`src/rtl/fifo_pkg.sv`:
```
// fifo_pkg: shared defaults, pointer type, depth check and read-mode constants for the FIFO family
package fifo_pkg;
  localparam int WIDTH_DEF = 8;
  localparam int DEPTH_DEF = 16;
  localparam int FWFT_OFF  = 0;
  localparam int FWFT_ON   = 1;
  typedef logic [$clog2(DEPTH_DEF)-1:0] ptr_t;
  function automatic bit is_pow2(input int n);
    return (n >= 2) && ((n & (n - 1)) == 0);
  endfunction
endpackage

```
`src/rtl/fifo_ram.sv`:
```
// fifo_ram: DEPTH x WIDTH storage, synchronous write, asynchronous read, no reset
module fifo_ram
  import fifo_pkg::*;
#(
  parameter int WIDTH = WIDTH_DEF,
  parameter int DEPTH = DEPTH_DEF
) (
  input  logic                     clk,
  input  logic                     we,
  input  logic [$clog2(DEPTH)-1:0] waddr,
  input  logic [WIDTH-1:0]         wdata,
  input  logic [$clog2(DEPTH)-1:0] raddr,
  output logic [WIDTH-1:0]         rdata
);
  logic [WIDTH-1:0] mem [DEPTH];
  // store the accepted write word
  always_ff @(posedge clk)
    if (we) mem[waddr] <= wdata;
  assign rdata = mem[raddr];
endmodule

```
`src/rtl/sync_fifo_param.sv`:
```
// sync_fifo_param: single-clock FIFO with fill level, almost flags, error pulses and optional FWFT read
module sync_fifo_param
  import fifo_pkg::*;
#(
  parameter int WIDTH    = WIDTH_DEF,
  parameter int DEPTH    = DEPTH_DEF,
  parameter int AF_LEVEL = DEPTH - 2,
  parameter int AE_LEVEL = 2,
  parameter int FWFT     = FWFT_OFF
) (
  input  logic                   clk,
  input  logic                   res,
  input  logic                   wr_en,
  input  logic [WIDTH-1:0]       wdata,
  input  logic                   rd_en,
  output logic [WIDTH-1:0]       rdata,
  output logic                   empty,
  output logic                   full,
  output logic                   almost_empty,
  output logic                   almost_full,
  output logic [$clog2(DEPTH):0] count,
  output logic                   overflow,
  output logic                   underflow
);
  localparam int AW = $clog2(DEPTH);
  localparam logic [AW:0] DEPTH_C = (AW + 1)'(DEPTH);
  localparam logic [AW:0] AF_C    = (AW + 1)'(AF_LEVEL);
  localparam logic [AW:0] AE_C    = (AW + 1)'(AE_LEVEL);

  if (!is_pow2(DEPTH)) begin : g_bad_depth
    $error("sync_fifo_param: DEPTH must be a power of two >= 2");
  end

  logic [AW-1:0]    wr_ptr, rd_ptr;
  logic [WIDTH-1:0] ram_rdata, rdata_q;
  logic             wr_acc, rd_acc;

  assign empty        = count == '0;
  assign full         = count == DEPTH_C;
  assign almost_empty = count <= AE_C;
  assign almost_full  = count >= AF_C;
  assign rd_acc       = rd_en && !empty;
  assign wr_acc       = wr_en && (!full || rd_acc);
  assign rdata        = (FWFT == FWFT_ON) ? ram_rdata : rdata_q;

  fifo_ram #(.WIDTH(WIDTH), .DEPTH(DEPTH)) u_ram (
    .clk   (clk),
    .we    (wr_acc),
    .waddr (wr_ptr),
    .wdata (wdata),
    .raddr (rd_ptr),
    .rdata (ram_rdata)
  );

  // pointers, occupancy, registered read word and one-cycle error pulses
  always_ff @(posedge clk or negedge res)
    if (!res) begin
      wr_ptr    <= '0;
      rd_ptr    <= '0;
      count     <= '0;
      rdata_q   <= '0;
      overflow  <= 1'b0;
      underflow <= 1'b0;
    end else begin
      wr_ptr    <= wr_acc ? wr_ptr + 1'b1 : wr_ptr;
      rd_ptr    <= rd_acc ? rd_ptr + 1'b1 : rd_ptr;
      count     <= (wr_acc && !rd_acc) ? count + 1'b1 : (rd_acc && !wr_acc) ? count - 1'b1 : count;
      rdata_q   <= rd_acc ? ram_rdata : rdata_q;
      overflow  <= wr_en && !wr_acc;
      underflow <= rd_en && !rd_acc;
    end
endmodule

```
`config.mk`:
```
export PLATFORM = sky130hd
export DESIGN_NAME = sync_fifo_param
export DESIGN_NICKNAME = d
export VERILOG_FILES = /design/src/rtl/fifo_pkg.sv /design/src/rtl/fifo_ram.sv /design/src/rtl/sync_fifo_param.sv
export SDC_FILE = /design/constraint.sdc
export NUM_CORES = 1
export LEC_CHECK = 0
export ABC_AREA = 1
export CAP_MARGIN = 20
export CORE_UTILIZATION = 25
export DETAILED_ROUTE_END_ITERATION = 16
export PLACE_DENSITY_LB_ADDON = 0.3
export SLEW_MARGIN = 10
export SYNTH_ARGS = -nofsm -noshare
export SYNTH_HDL_FRONTEND = slang
export SYNTH_SLANG_ARGS = --single-unit
```
`constraint.sdc`:
```
create_clock -name clk -period 2.55 [get_ports clk]
set_clock_uncertainty 0.1 [all_clocks]
set_input_delay 0.3825 -clock clk [delete_from_list [all_inputs] [get_ports clk]]
set_output_delay 0.3825 -clock clk [all_outputs]
set_load 0.01 [all_outputs]
```
Yosys cells after proc, flatten, opt, wreduce, memory -nomap -nowiden
Memories as Yosys holds them, arrays and structs flattened. A register that Yosys moved wholly into a read port is not among the register bits.
Cells that the tools add are included.
{"block": "word_totals", "out_inout_bits": 19, "ff_bits": 15, "memories": 1, "word_cells": 31, "ramBits": 128, "input_bits": 12}
{"block": "op_classes", "n_reduce_logical": 14, "n_lt_le_gt_ge": 2, "n_mux": 4, "n_eq_ne": 1, "n_addsub": 4}
{"memory": "u_ram.mem", "words": 16, "word_bits": 8, "read_ports": 1, "rd_clocked_by_memory_dff": 1, "write_ports": 1, "line": "fifo_ram.sv:15", "text": "logic [WIDTH-1:0] mem [DEPTH];"}
{"op": "$mux 5", "count": 2}
{"op": "$add 4x1->4 const B", "count": 2}
{"op": "$logic_and 1x1->1", "count": 6}
{"op": "$add 5x1->5 const B", "count": 1}
{"op": "$eq 5x5->1 const B", "count": 1}
{"op": "$ge 5x4->1 const B", "count": 1}
{"op": "$le 5x2->1 const B", "count": 1}
{"op": "$logic_not 1->1", "count": 5}
{"op": "$logic_not 5->1", "count": 1}
{"op": "$sub 5x1->5 const B", "count": 1}
{"op": "$mux 1", "count": 2}
{"op": "$reduce_bool 2->1", "count": 1}
{"op": "$logic_or 1x1->1", "count": 1}

Depth between registers and ports, before layout
{"block": "depth", "ltp_word": 9, "depth_mapped": 15, "depth_no_buf": 15}

Cells and area by module
A second synthesis with hierarchy kept.
{"block": "unflattened", "hier_cells": 688, "area_unflattened_um2": 6816.5}
{"mod": "fifo_ram", "n_inst": 1, "seq_area_each_um2": 3843.7, "area_per_inst_um2": 5606.6, "cells_each": 543}
{"mod": "sync_fifo_param", "n_inst": 1, "seq_area_each_um2": 575.6, "area_per_inst_um2": 1209.9, "cells_each": 145}

Least setup slack after synthesis
No wires, ideal clock.
{"block": "synth_path", "kind": "register -> register", "start": "reg count[3]", "end": "reg count[4]", "synth_period_minus_slack_ps": 2376, "arrival_time_ps": 2159, "stages_incl_launch_ff": 16, "path_slack_ps": 174, "required_ps": 2333, "path_cell_list": "dfrtp_1 > nor2_4 > nand3_1 > nor2_2 > nand2_2 > nand2_2 > inv_2 > ha_1 > fa_1 > inv_1 > nand2_1 > nand2_1 > a21oi_1 > xor2_1 > nand2_1 > nand2_1"}
{"element": "start: declaration", "line": "sync_fifo_param.sv:21", "text": "output logic [$clog2(DEPTH):0] count,"}
{"element": "start signal: assignment", "line": "sync_fifo_param.sv:67", "text": "count <= (wr_acc && !rd_acc) ? count + 1'b1 : (rd_acc && !wr_acc) ? count - 1'b1 : count;"}
{"element": "$eq 5x5->1 (*)", "line": "sync_fifo_param.sv:39", "text": "assign full = count == DEPTH_C;"}
{"element": "via full", "line": "sync_fifo_param.sv:18", "text": "output logic full,"}
{"element": "$logic_not 1->1 (*)", "line": "sync_fifo_param.sv:43", "text": "assign wr_acc = wr_en && (!full || rd_acc);"}
{"element": "$logic_or 1x1->1 (*)", "line": "sync_fifo_param.sv:43"}
{"element": "$logic_and 1x1->1 (*)", "line": "sync_fifo_param.sv:43"}
{"element": "via u_ram.we", "line": "fifo_ram.sv:9", "text": "input logic we,"}
{"element": "$logic_not 1->1", "line": "sync_fifo_param.sv:67"}
{"element": "$logic_and 1x1->1", "line": "sync_fifo_param.sv:67"}
{"element": "$reduce_bool 2->1 (no line)"}
Mark *: on every way through the listed nets, which the timed path passes. The rest lies on a longest branch. The select of a mux whose other input is x is not followed.
A chain may end at the register's enable or synchronous reset.

Final worst setup path
{"block": "layout_path", "start": "reg count[2]", "end": "reg count[4]"}
{"block": "layout_via", "elab_chain_len": 8}
{"element": "$logic_not 5->1", "line": "sync_fifo_param.sv:38", "text": "assign empty = count == '0;"}
{"element": "$logic_not 1->1", "line": "sync_fifo_param.sv:42", "text": "assign rd_acc = rd_en && !empty;"}
{"element": "$logic_and 1x1->1", "line": "sync_fifo_param.sv:42"}
{"element": "$logic_or 1x1->1 (*)", "line": "sync_fifo_param.sv:43"}
{"element": "$logic_and 1x1->1 (*)", "line": "sync_fifo_param.sv:43"}
{"element": "via u_ram.we", "line": "fifo_ram.sv:9"}
{"element": "$logic_not 1->1", "line": "sync_fifo_param.sv:67"}
{"element": "$logic_and 1x1->1", "line": "sync_fifo_param.sv:67"}
{"element": "$reduce_bool 2->1 (no line)"}
Marked as above.

==> impl_metrics.ini <==
[global_routing]
antenna_found_initial = 0
overflow = 0
grt_use_total = 0.117
grt_pass1_wl_um = 24500
grt_max_degree = 67
grt_pass1_vias = 4275

[power_and_ir_drop]
seqPwrFrac = 0.374
total_power_mw = 8.66
combinationalPowerShare = 0.373
switching_share = 0.361
power.switching_mw = 3.13
p_clk_frac = 0.252
power_density_mw_per_mm2 = 1070
intPower_mw = 5.53
ir_worst_vdd_uv = 465
p_leak_nw = 3.53

[place]
dpl.cell_count = 1042
dp_hpwl_um = 9670
globalplace.congestion = 0.776
portBuffers = 30

[worst_setup_path]
worstPathMaxFanout = 5
required_ns = 2.80
end_kind = flip-flop
cpLargestDelayFamily = simple AND/OR/NAND/NOR gates
start_kind = flip-flop
slowest_stage = dfrtp_2
crit_buf_inv = 2
timing_worst_setup_path_type = reg2reg
crit_arrival_ns = 2.55
critical_path.max_stage_delay_ns = 0.44
path_cells = nor2_4 > nand3_1 > nor2_2 > nand2_2 > nand2_2 > inv_2 > ha_1 > inv_1 > ha_1 > nand2_1 > nand2_1 > a21oi_1 > xor2_1 > nand2_1 > nand2_1
worst_path_most_repeated_cell = nand2_1

[sta]
clock.fmax_mhz = 435
worst_pin_slew_ns = 0.693
drv_slew = 0
final-setup-viol-count = 0
rsz0062_at_grt = no
fin_setup_tns_ns = 0
fin_crit_ns = 2.30
fin_crit_sh = 0.902
slew-limit-headroom = 0.537
hold_viol = 0

[finish]
drive_above_1_share = 0.0896
area.growth.synth_to_final_pct = 19.9
diodes = 0
fin_nets = 748
fin_cells = 1072

[routing]
totalWireLength_um = 15400
vias = 4329
remaining_drc_errors = 1
antenna_left = 0
viasPerCell = 4.04
drt-pass1-iter-count = 10
drtIter0Drc = 220
wl_per_cell_um = 14.4

[synthesis]
yosysSeqAreaShare = 0.654
syn-cell-area_sq_mm = 0.00676
synth_nets = 694
ys_ff_latch = 151
synth_warnings = 0
synthCells = 672
yosysUniqueCellTypes = 27
avgSynthCellArea_sq_um = 10.1

[clocking]
root_buffer = clkbuf_16
cts_buffer_depth = 2
clock_sinks = 151
htreeDepth = 4
clock_latency_ns = 0.41
post-cts-setup-buffers = 0
cts_tree = yes
path_clk_slew_ns = 0.05
cts_made_buffers = 17

[die]
io_pins = 31
core_sq_mm = 0.0263
start_util = 0.257
die_area_sq_mm = 0.0277
rows = 59
die_x_um = 166
die_h_um = 166

[hold_path]
hold_path.class = in2async

[outcome]
violations = design-rule violations
outcome = finished, violations left

[flow_run]
drv_cap = 0
-- sequential cells by signal (all words and copies together) (netlist names) --
| name | cells |
|---|---|
| u_ram.mem | 128 |
| rdata | 8 |
| count | 5 |
| rd_ptr | 4 |
| wr_ptr | 4 |
| overflow | 1 |
| underflow | 1 |
-- path summary, 6_finish.rpt --
check                                     start                     to  slack (ns)  cells past startpoint
max                        count[2]$_DFFE_PN0P_   count[4]$_DFFE_PN0P_        0.25                     15
max reg2reg                count[2]$_DFFE_PN0P_   count[4]$_DFFE_PN0P_        0.25                     15
min                                         res   count[0]$_DFFE_PN0P_        0.23                      2
max in group asynchronous                   res  rd_ptr[0]$_DFFE_PN0P_        1.85                      2
min in group clk           rdata[0]$_DFFE_PN0P_   rdata[0]$_DFFE_PN0P_        0.38                      2
min reg2reg                rdata[0]$_DFFE_PN0P_   rdata[0]$_DFFE_PN0P_        0.38                      2
-- stage by stage --
| stage | setup WS (ns) | cell area [sq um] | util | hold slack (ns) |
|---|---|---|---|---|
| 3_3_place_gp | 0.108 | 7600 | 0.289 | 0.366 |
| 6_report | 0.250 | 8100 | 0.308 | 0.234 |
| 4_1_cts | 0.218 | 8100 | 0.308 | 0.230 |
| 3_5_place_dp | 0.0795 | 7600 | 0.289 | 0.371 |
| 2_1_floorplan | 0.174 | 6760 | - | -0.0131 |
| 5_1_grt | 0.0185 | 8100 | 0.308 | 0.246 |
-- power groups by stage --
stage	Sequential, mW	Combinational (mW)	Clock [mW]
6_report	3.24	3.23	2.19
5_1_grt	3.29	3.65	2.33
4_1_cts	3.25	3.27	2.24
3_5_place_dp	3.30	3.26	0
3_3_place_gp	3.28	3.26	0
2_1_floorplan	3.30	2.06	0
-- repair_timing --
| action | 4_1_cts | 5_1_grt |
|---|---|---|
| hold buffers | 0 | 0 |
| hold endpoints to repair | 0 | 0 |
| gates resized for setup | 0 | 1 |
| endpoints found under the setup margin | 0 | 1 |
-- Yosys cell counts --
library cell / n / area, sq um
nand2_4: 4 / 45.0
buf_4: 8 / 60.1
nand3_1: 102 / 510
edfxtp_1: 128 / 3840
nand4_1: 1 / 6.26
fa_1: 1 / 20.0
o21ai_1: 2 / 10.0
a31oi_1: 1 / 6.26
buf_2: 15 / 75.1
inv_1: 113 / 424
ha_1: 9 / 113
dfrtp_1: 23 / 576
xnor2_1: 1 / 8.76
xor2_1: 7 / 61.3
buf_1: 1 / 3.75
nor2_4: 1 / 11.3
nor2_1: 20 / 75.1
inv_2: 3 / 11.3
clkinv_1: 2 / 7.51
nand2_2: 2 / 12.5
nand2_1: 217 / 815
o21bai_1: 1 / 7.51
buf_6: 1 / 11.3
o21ai_0: 3 / 15.0
clkbuf_1: 2 / 7.51
a21oi_1: 3 / 15.0
nor2_2: 1 / 6.26
-- cells in the final DEF (no fill, tap or decap), types with 2 or more instances in the layout --
cell	instances
a21oi_1	3
buf_12	3
buf_4	29
clkbuf_1	6
clkbuf_16	17
clkdlybuf4s50_1	30
clkinv_1	5
clkinv_2	3
dfrtp_1	21
dfrtp_2	2
edfxtp_1	128
ha_1	9
inv_1	113
inv_2	3
nand2_1	217
nand2_2	2
nand2_4	4
nand3_1	102
nor2_1	20
o21ai_0	3
o21ai_1	2
xor2_1	7
-- layer usage --
metal  global-route usage  vias up  wire (um)
met4               0.0374        0         53
li1                     -     2244          -
met1                0.155     2020       7200
met2                0.196       61       7630
met3               0.0185        4        550
met5                    0        -          0
-- kinds of logic after synthesis --
kind of cell	count (synthesis)	synth area share
simple gates	348	0.219
compound gates	10	0.00796
flops	151	0.654
buf+inv	145	0.0889
xor+xnor	8	0.0104
fa+ha+maj	10	0.0196
-- area by class of cell --
cell class	count	area (sq um)
clock buffers	23	448
clock inverters	7	56.3
fillers	2711	18200
inverters	118	443
multi-input cells	376	1740
flip-flops and latches	151	4420
well taps	335	419
repair buffers	62	578
No activity file was read; power rests on OpenSTA's default activity.
